`config.mk`:
```
export PLATFORM = sky130hd
export DESIGN_NAME = pipe_ctrl_seq
export DESIGN_NICKNAME = d
export VERILOG_FILES = /design/src/rtl/pipe_ctrl_seq.sv
export SDC_FILE = /design/constraint.sdc
export NUM_CORES = 1
export LEC_CHECK = 0
export BUFFER_PORTS_ARGS = -buffer_cell sky130_fd_sc_hd__buf_2
export CAP_MARGIN = 20
export CORE_MARGIN = 3
export CORE_UTILIZATION = 45
export CTS_CLUSTER_DIAMETER = 100
export CTS_CLUSTER_SIZE = 12
export DETAILED_ROUTE_END_ITERATION = 10
export HOLD_SLACK_MARGIN = 0.15
export PLACE_DENSITY_LB_ADDON = 0.12
export SLEW_MARGIN = 5
export SYNTH_ARGS = -nofsm -noshare
export SYNTH_HDL_FRONTEND = slang
export SYNTH_SLANG_ARGS = --single-unit
export TNS_END_PERCENT = 10
```
`constraint.sdc`:
```
create_clock -name clk -period 1.5 [get_ports clk]
set_input_delay 0.3 -clock clk [delete_from_list [all_inputs] [get_ports clk]]
set_output_delay 0.3 -clock clk [all_outputs]
set_load 0.01 [all_outputs]
```
`src/rtl/pipe_ctrl_seq.sv`:
```
// Pipeline control sequencer: PC source selection, stage-buffer enable/flush,
// load-use stall, branch flush and the multi-cycle interrupt entry/RTI exit.
module pipe_ctrl_seq #(
    parameter int RESET_CYCLES = 2,
    parameter int DRAIN_CYCLES = 3
) (
    input  logic       clk,
    input  logic       rst,
    input  logic       int_req,
    input  logic [2:0] id_rsrc1,
    input  logic [2:0] id_rsrc2,
    input  logic       id_use1,
    input  logic       id_use2,
    input  logic       ex_mem_read,
    input  logic       ex_wb,
    input  logic [2:0] ex_rdst,
    input  logic       ex_branch_taken,
    input  logic       mem_rti,
    input  logic       mem_busy,
    output logic [1:0] pc_select,
    output logic       fetch_en,
    output logic       fd_en,
    output logic       fd_flush,
    output logic       de_flush,
    output logic       em_flush,
    output logic       push_pc,
    output logic       push_flags,
    output logic       pop_flags,
    output logic       int_ack,
    output logic       in_isr,
    output logic [2:0] state_dbg
);

    typedef enum logic [2:0] {
        S_RESET      = 3'd0,
        S_RUN        = 3'd1,
        S_DRAIN      = 3'd2,
        S_PUSH_PC    = 3'd3,
        S_PUSH_FLAGS = 3'd4,
        S_VECTOR     = 3'd5,
        S_RTI        = 3'd6
    } state_t;

    localparam logic [1:0] PC_PLUS1  = 2'b00;
    localparam logic [1:0] PC_BRANCH = 2'b01;
    localparam logic [1:0] PC_MEM    = 2'b10;
    localparam logic [1:0] PC_RESET  = 2'b11;

    localparam logic [2:0] RESET_LAST = 3'(RESET_CYCLES - 1);
    localparam logic [2:0] DRAIN_LAST = 3'(DRAIN_CYCLES - 1);

    state_t     r_state;
    state_t     w_next_state;
    logic [2:0] r_cnt;
    logic [2:0] w_next_cnt;
    logic       r_int_pend;
    logic       r_in_isr;
    logic       w_hazard;

    assign w_hazard = ex_mem_read & ex_wb &
                      ((id_use1 & (id_rsrc1 == ex_rdst)) |
                       (id_use2 & (id_rsrc2 == ex_rdst)));

    // NOTE: state registers use non-blocking assignments so every flop samples
    // the pre-edge value of every other flop, independent of statement order.
    always_ff @(posedge clk or negedge rst) begin
        if (!rst) begin
            r_state    <= S_RESET;
            r_cnt      <= '0;
            r_int_pend <= 1'b0;
            r_in_isr   <= 1'b0;
        end else begin
            r_state <= w_next_state;
            r_cnt   <= w_next_cnt;
            // Acknowledge consumes the pending request; any other request latches it.
            if (r_state == S_PUSH_FLAGS)
                r_int_pend <= 1'b0;
            else if (int_req)
                r_int_pend <= 1'b1;
            if (r_state == S_VECTOR)
                r_in_isr <= 1'b1;
            else if (r_state == S_RTI)
                r_in_isr <= 1'b0;
        end
    end

    // NOTE: every combinational output gets a default before the case so no
    // path leaves it unassigned, which would otherwise infer a latch.
    always_comb begin
        w_next_state = r_state;
        w_next_cnt   = r_cnt;
        case (r_state)
            S_RESET: begin
                if (r_cnt == RESET_LAST) begin
                    w_next_state = S_RUN;
                    w_next_cnt   = '0;
                end else begin
                    w_next_cnt = r_cnt + 3'd1;
                end
            end
            S_RUN: begin
                if (mem_rti) begin
                    w_next_state = S_RTI;
                end else if (r_int_pend && !r_in_isr && !ex_branch_taken) begin
                    w_next_state = S_DRAIN;
                    w_next_cnt   = '0;
                end
            end
            S_DRAIN: begin
                w_next_cnt = (r_cnt >= DRAIN_LAST) ? DRAIN_LAST : r_cnt + 3'd1;
                if (r_cnt == DRAIN_LAST && !mem_busy)
                    w_next_state = S_PUSH_PC;
            end
            S_PUSH_PC:    w_next_state = S_PUSH_FLAGS;
            S_PUSH_FLAGS: w_next_state = S_VECTOR;
            S_VECTOR:     w_next_state = S_RUN;
            S_RTI:        w_next_state = S_RUN;
            default:      w_next_state = S_RUN;
        endcase
    end

    always_comb begin
        pc_select  = PC_PLUS1;
        fetch_en   = 1'b1;
        fd_en      = 1'b1;
        fd_flush   = 1'b0;
        de_flush   = 1'b0;
        em_flush   = 1'b0;
        push_pc    = 1'b0;
        push_flags = 1'b0;
        pop_flags  = 1'b0;
        int_ack    = 1'b0;
        case (r_state)
            S_RESET: begin
                pc_select = PC_RESET;
                fd_flush  = 1'b1;
                de_flush  = 1'b1;
                em_flush  = 1'b1;
            end
            S_RUN: begin
                // A taken branch squashes the stalled instruction anyway, so it wins.
                if (ex_branch_taken) begin
                    pc_select = PC_BRANCH;
                    fd_flush  = 1'b1;
                    de_flush  = 1'b1;
                end else if (w_hazard) begin
                    fetch_en = 1'b0;
                    fd_en    = 1'b0;
                    de_flush = 1'b1;
                end
            end
            S_DRAIN: begin
                fd_flush = 1'b1;
                if (ex_branch_taken) begin
                    fetch_en  = 1'b1;
                    pc_select = PC_BRANCH;
                    de_flush  = 1'b1;
                end else begin
                    fetch_en = 1'b0;
                end
            end
            S_PUSH_PC: begin
                push_pc  = 1'b1;
                fetch_en = 1'b0;
                fd_flush = 1'b1;
                de_flush = 1'b1;
            end
            S_PUSH_FLAGS: begin
                push_flags = 1'b1;
                int_ack    = 1'b1;
                fetch_en   = 1'b0;
                fd_flush   = 1'b1;
                de_flush   = 1'b1;
            end
            S_VECTOR: begin
                pc_select = PC_MEM;
                fd_flush  = 1'b1;
                de_flush  = 1'b1;
            end
            S_RTI: begin
                pop_flags = 1'b1;
                pc_select = PC_MEM;
                fd_flush  = 1'b1;
                de_flush  = 1'b1;
                em_flush  = 1'b1;
            end
            default: ;
        endcase
    end

    assign in_isr    = r_in_isr;
    assign state_dbg = r_state;

endmodule

```
Word-level counts from Yosys, hierarchy flattened
Cells that the tools add are included.
{"block": "totals", "in_bits": 19, "wordCells": 73, "mem_bits_ro": 0, "mem_count": 0, "mem_bits_rw": 0, "latch_bits": 0, "regBits": 8}
{"block": "op_classes", "multipliers": 0, "order_cmp": 1, "shifts": 0, "n_mux": 29, "n_bitwise": 5, "eq_ne": 15, "add_sub_neg": 1, "n_reduce_logical": 18, "div_mod_pow": 0}
{"cell": "$mux 3", "count": 8}
{"cell": "$mux 1", "count": 15}
{"cell": "$pmux 3 s5", "count": 1}
{"cell": "$eq 3x2->1 const B", "count": 3}
{"cell": "$eq 3x3->1 const B", "count": 3}
{"cell": "$pmux 3 s3", "count": 1}
{"cell": "$ne 2x2->1 const B", "count": 4}
{"cell": "$reduce_or 2->1", "count": 4}
{"cell": "$eq 3x1->1 const B", "count": 2}
{"cell": "$eq 3x3->1", "count": 2}
{"cell": "$pmux 1 s3", "count": 2}
{"cell": "$pmux 2 s3", "count": 1}
{"cell": "$reduce_and 3->1", "count": 2}
{"cell": "$reduce_or 6->1", "count": 1}
{"cell": "$reduce_or 5->1", "count": 1}
{"cell": "$and 1x1->1", "count": 4}
{"cell": "$reduce_bool 2->1", "count": 2}
{"cell": "$add 3x1->3 const B", "count": 1}
{"cell": "$ge 3x2->1 const B", "count": 1}
{"cell": "$logic_and 1x1->1", "count": 3}
{"cell": "$logic_not 1->1", "count": 3}
{"cell": "$logic_not 3->1", "count": 1}
{"cell": "$ne 3x3->1 const B", "count": 1}
{"cell": "$reduce_bool 3->1", "count": 1}
{"cell": "2 further kinds", "count": 2}

Logic depth before layout (Yosys ltp)
{"block": "depth", "ltp_word": 7, "ltp_mapped": 6, "depth_no_buf": 6}

Least setup slack after synthesis
Ideal clock, no wire load.
{"block": "synth_path", "path_kind": "reg-to-output", "startpoint": "register r_state[0] (netlist: state_dbg[0])", "endpoint": "output port push_flags", "t_required_ns": 1.200, "path_stages_with_launch": 6, "arrival_ns": 1.157, "setup_slack_ns": 0.043, "n_path_buf": 2, "cell_sequence": "dfrtp_1 buf_4 nor2_1 nand2_1 inv_1 buf_4"}
{"block": "synth_between", "elab_chain_cells": 2}
{"item": "start: declaration", "line": "52", "text": "state_t r_state;"}
{"item": "start signal: assignment", "line": "73", "text": "r_state <= w_next_state;"}
{"item": "$eq 3x3->1"}
{"item": "$mux 1"}
{"item": "end: declaration", "line": "27", "text": "output logic push_flags,"}
Every way passes these cells.

Final worst setup path
{"block": "layout_path", "startpoint": "register r_state[1] (netlist: state_dbg[1])", "endpoint": "output port pop_flags"}
{"block": "layout_between", "elab_chain_cells": 2}
{"item": "$eq 3x3->1", "line": "133", "text": "case (r_state)"}
{"item": "$mux 1", "line": "133"}
{"item": "end: declaration", "line": "28", "text": "output logic pop_flags,"}
Every way passes these cells.

==> run_results.csv <==
group,metric,value,unit
floorplanning,dieArea,2120,sq um
run,drv_cap,0,
power_and_ir_drop,p_seq_share,19.5,%
power_and_ir_drop,pwr-share-comb,72.9,%
synth,yosysSeqAreaShare,27.8,%
placed_design,placed_area,956,sq um
layout,multiInputGateArea,500,sq um
timing,rsz0062_at_grt,"true",
layout,nFillCells,103,
clock_network,clk_latency,250,ps
layout,design_area,1080,sq um
timing,setup_viol,10,
setup_path,max_stage_delay,440,ps
layout,fin_cells,156,
power_and_ir_drop,swShare,46.0,%
route,via_per_inst,5.46,
setup_path,cpMaxStageDelayCell,"dfrtp_2",
power_and_ir_drop,p_clk_share,7.5,%
power_and_ir_drop,fin_total_pwr,2150,uW
timing,worst_slew_pin_slew,246,ps
clock_network,cts_tree,"done",
clock_network,cts_buffer_depth,2,
timing,max-slew-margin-rel,83.5,%
timing,fin_crit,1610,ps
setup_path,critPathBufInv,3,
layout,layout-drive-gt1-share,48.2,%
timing,slew_violations,0,
setup_path,cp_cell_sequence,"buf_4 > buf_4 > nand2b_4 > nor2_1 > buf_2",
floorplanning,ios,34,
synth,synthXorXnorAreaFrac,9.55,%
hold_path,min_path_type,"input pin to flip-flop",
synth,synth_top_family_by_area,"simple AND/OR/NAND/NOR gates",
synth,synth-compound-area-share,23.1,%
placed_design,dpl.cell_count,146,
placed_design,dp_slack,-31.6,ps
power_and_ir_drop,cellLeakagePower,0.000527,uW
route,routedWlPerCell,13.5,um
setup_path,crit_arrival,1310,ps
global_route,antenna_found_initial,0,
timing,max_freq,0.623,GHz
layout,layout.nets,165,
route,antenna_left,0,
run_status,outcome,"finished with violations",
setup_path,critPathRequiredTime,1200,ps
clock_network,clockRootBuffer,"clkbuf_4",
synth,yosysTopAreaCell,"dfrtp_1",
synth,synth.avg_cell_area,7.92,sq um
route,drt_iter0_drc,33,
synth,yosysUniqueCellTypes,29,
synth,yosysWarnings,0,
route,num_vias,852,
synth,syn_nets,113,
synth,synthAdderAreaFrac,5.21,%
power_and_ir_drop,p_int,1160,uW
floorplanning,rows,13,
clock_network,cts_sinks,8,
synth,synthMuxAreaShare,1.39,%
layout,diodes,0,
setup_path,cp-start-kind,"flip-flop",
route,route.detailed.drc,0,
setup_path,crit_type,"flip-flop to output port",
floorplanning,die_y,46.0,um
global_route,grt_pass1_vias,843,
floorplanning,start_util,51.5,%
power_and_ir_drop,p_per_area,1990,nW/um^2
synth,synth_cells,91,
synth,synth-simple-area-share,25.5,%
floorplanning,core-area,1400,sq um
synth,synth_seq_cells,8,
clock_network,clkSlewWorstSetupHoldPaths,50,ps
synth,synth_area,721,sq um
global_route,overflow,0,
setup_path,cp_top_family,"buffers and inverters",
placed_design,gp_congestion,0.811,
setup_path,critPathMaxFanout,6,
global_route,grtUsageTotal,22.8,%
timing,tns,-792,ps
timing,finalCritPeriodShare,107,%
power_and_ir_drop,p_switching,990,uW
run_status,violations,"setup timing",
timing,layout_setup_ws,-106,ps
synth,synth_area_leaders,"dfrtp_1, nor2_1, xnor2_1",
clock_network,numCtsBuffers,3,
route,dr.pass1.iters,4,
layout,register_area,203,sq um
setup_path,endpoint_kind,"output port",
global_route,grt_max_degree,14,
clock_network,htree_levels,1,
layout,syn2layout_area_growth,49.8,%
synth,yosysTopAreaCellShare,27.8,%
timing,finalHoldViolCount,0,
power_and_ir_drop,ir_worst_vdd,1.08,mV
timing,fin_skew,4.99,ps
global_route,grt_pass1_wl,3430,um
placed_design,io_buffers,33,
placed_design,dp_hpwl,1550,um
route,wl,2110,um
floorplanning,die_w,46.0,um
setup_path,crit_path_frequent_cell,"buf_4",
-- layout by cell type (no fill, tap or decap), drive strengths merged, types with 2 or more instances in the layout --
| cell | instances |
|---|---|
| dfrtp | 8 |
| inv | 6 |
| nor2 | 16 |
| nand4 | 2 |
| o21ai | 7 |
| a21oi | 10 |
| ha | 3 |
| nand2 | 10 |
| xnor2 | 6 |
| nand2b | 2 |
| buf | 50 |
| nor2b | 2 |
| nor3 | 3 |
| clkbuf | 3 |
| nor3b | 2 |
-- final timing paths --
kind / depth (start not counted) / to / startpoint / slack (ps)
max in group asynchronous: 2 / state_dbg[1]$_DFFE_PN0P_ / rst / 890
setup reg to reg: 6 / r_cnt[2]$_DFFE_PN0P_ / state_dbg[1]$_DFFE_PN0P_ / 30
min in group asynchronous: 2 / in_isr$_DFFE_PN0P_ / rst / 420
hold reg to reg: 2 / r_int_pend$_DFFE_PN0P_ / r_int_pend$_DFFE_PN0P_ / 500
hold / removal: 3 / r_int_pend$_DFFE_PN0P_ / int_req / 270
setup / recovery: 5 / pop_flags / state_dbg[1]$_DFFE_PN0P_ / -110
-- layout make-up --
type                            instances  share of cell area (%)
Clock buffer                            3                    2.09
Inverter                                6                    2.32
Multi-Input combinational cell         73                    46.3
Sequential cell                         8                    18.8
Tap cell                               15                    1.74
Timing Repair Buffer                   51                    28.7
-- power by group through the flow --
stage,Combinational (uW),Clock (uW),Sequential [uW]
5_1_grt,1720,177,438
4_1_cts,1520,170,417
3_3_place_gp,1280,0,409
2_1_floorplan,821,0,408
6_report,1570,162,421
3_5_place_dp,1310,0,416
-- worst min-delay path, cell delays in order --
cell,delay [ps]
buf_2,70
nor2_1,30
nor2_1,70
-- state kept, by name (all words and copies together), names as in the netlist --
signal / flops
state_dbg: 3
r_cnt: 3
r_int_pend: 1
in_isr: 1
-- Yosys cell counts --
cell type	count
mux2i_1	1
nand3b_1	1
o211ai_1	1
inv_2	1
a2bb2oi_1	1
buf_6	1
xor2_2	1
nand2_1	10
a31oi_4	1
o21ai_0	4
dfrtp_1	8
nor3_1	3
nand4_1	2
o311ai_1	1
nor2b_1	2
nor3b_1	1
nor2_1	16
o21ai_1	3
o31ai_1	1
xnor2_1	6
a21oi_1	10
buf_2	1
o41ai_2	1
nand2b_1	2
inv_1	5
ha_1	3
o41a_1	1
buf_4	2
nor3b_4	1
-- metal layers --
| metal | track usage (%) | wire (um) |
|---|---|---|
| met5 | 0 | 0 |
| met4 | 12.5 | 38 |
| met3 | 5.14 | 130 |
| met2 | 38.7 | 1050 |
| met1 | 26.0 | 888 |
-- kinds of logic after synthesis --
group / count (synthesis)
compound gates: 24
xor+xnor: 7
fa+ha+maj: 3
buf+inv: 10
flops: 8
mux: 1
simple gates: 38
-- repair_timing --
item,4_1_cts,5_1_grt
endpoints found under the hold margin,8,0
endpoints found under the setup margin,10,14
hold buffers,1,0
gates resized for setup,16,3
pin swaps,3,1
setup buffers,6,0
-- per-stage QoR --
stage	hold slack, ps	util, %
5_1_grt	304	77.2
2_1_floorplan	4.41	-
6_report	268	77.2
4_1_cts	260	76.6
3_5_place_dp	153	68.3
3_3_place_gp	152	68.3
No activity file was read; power rests on OpenSTA's default activity.
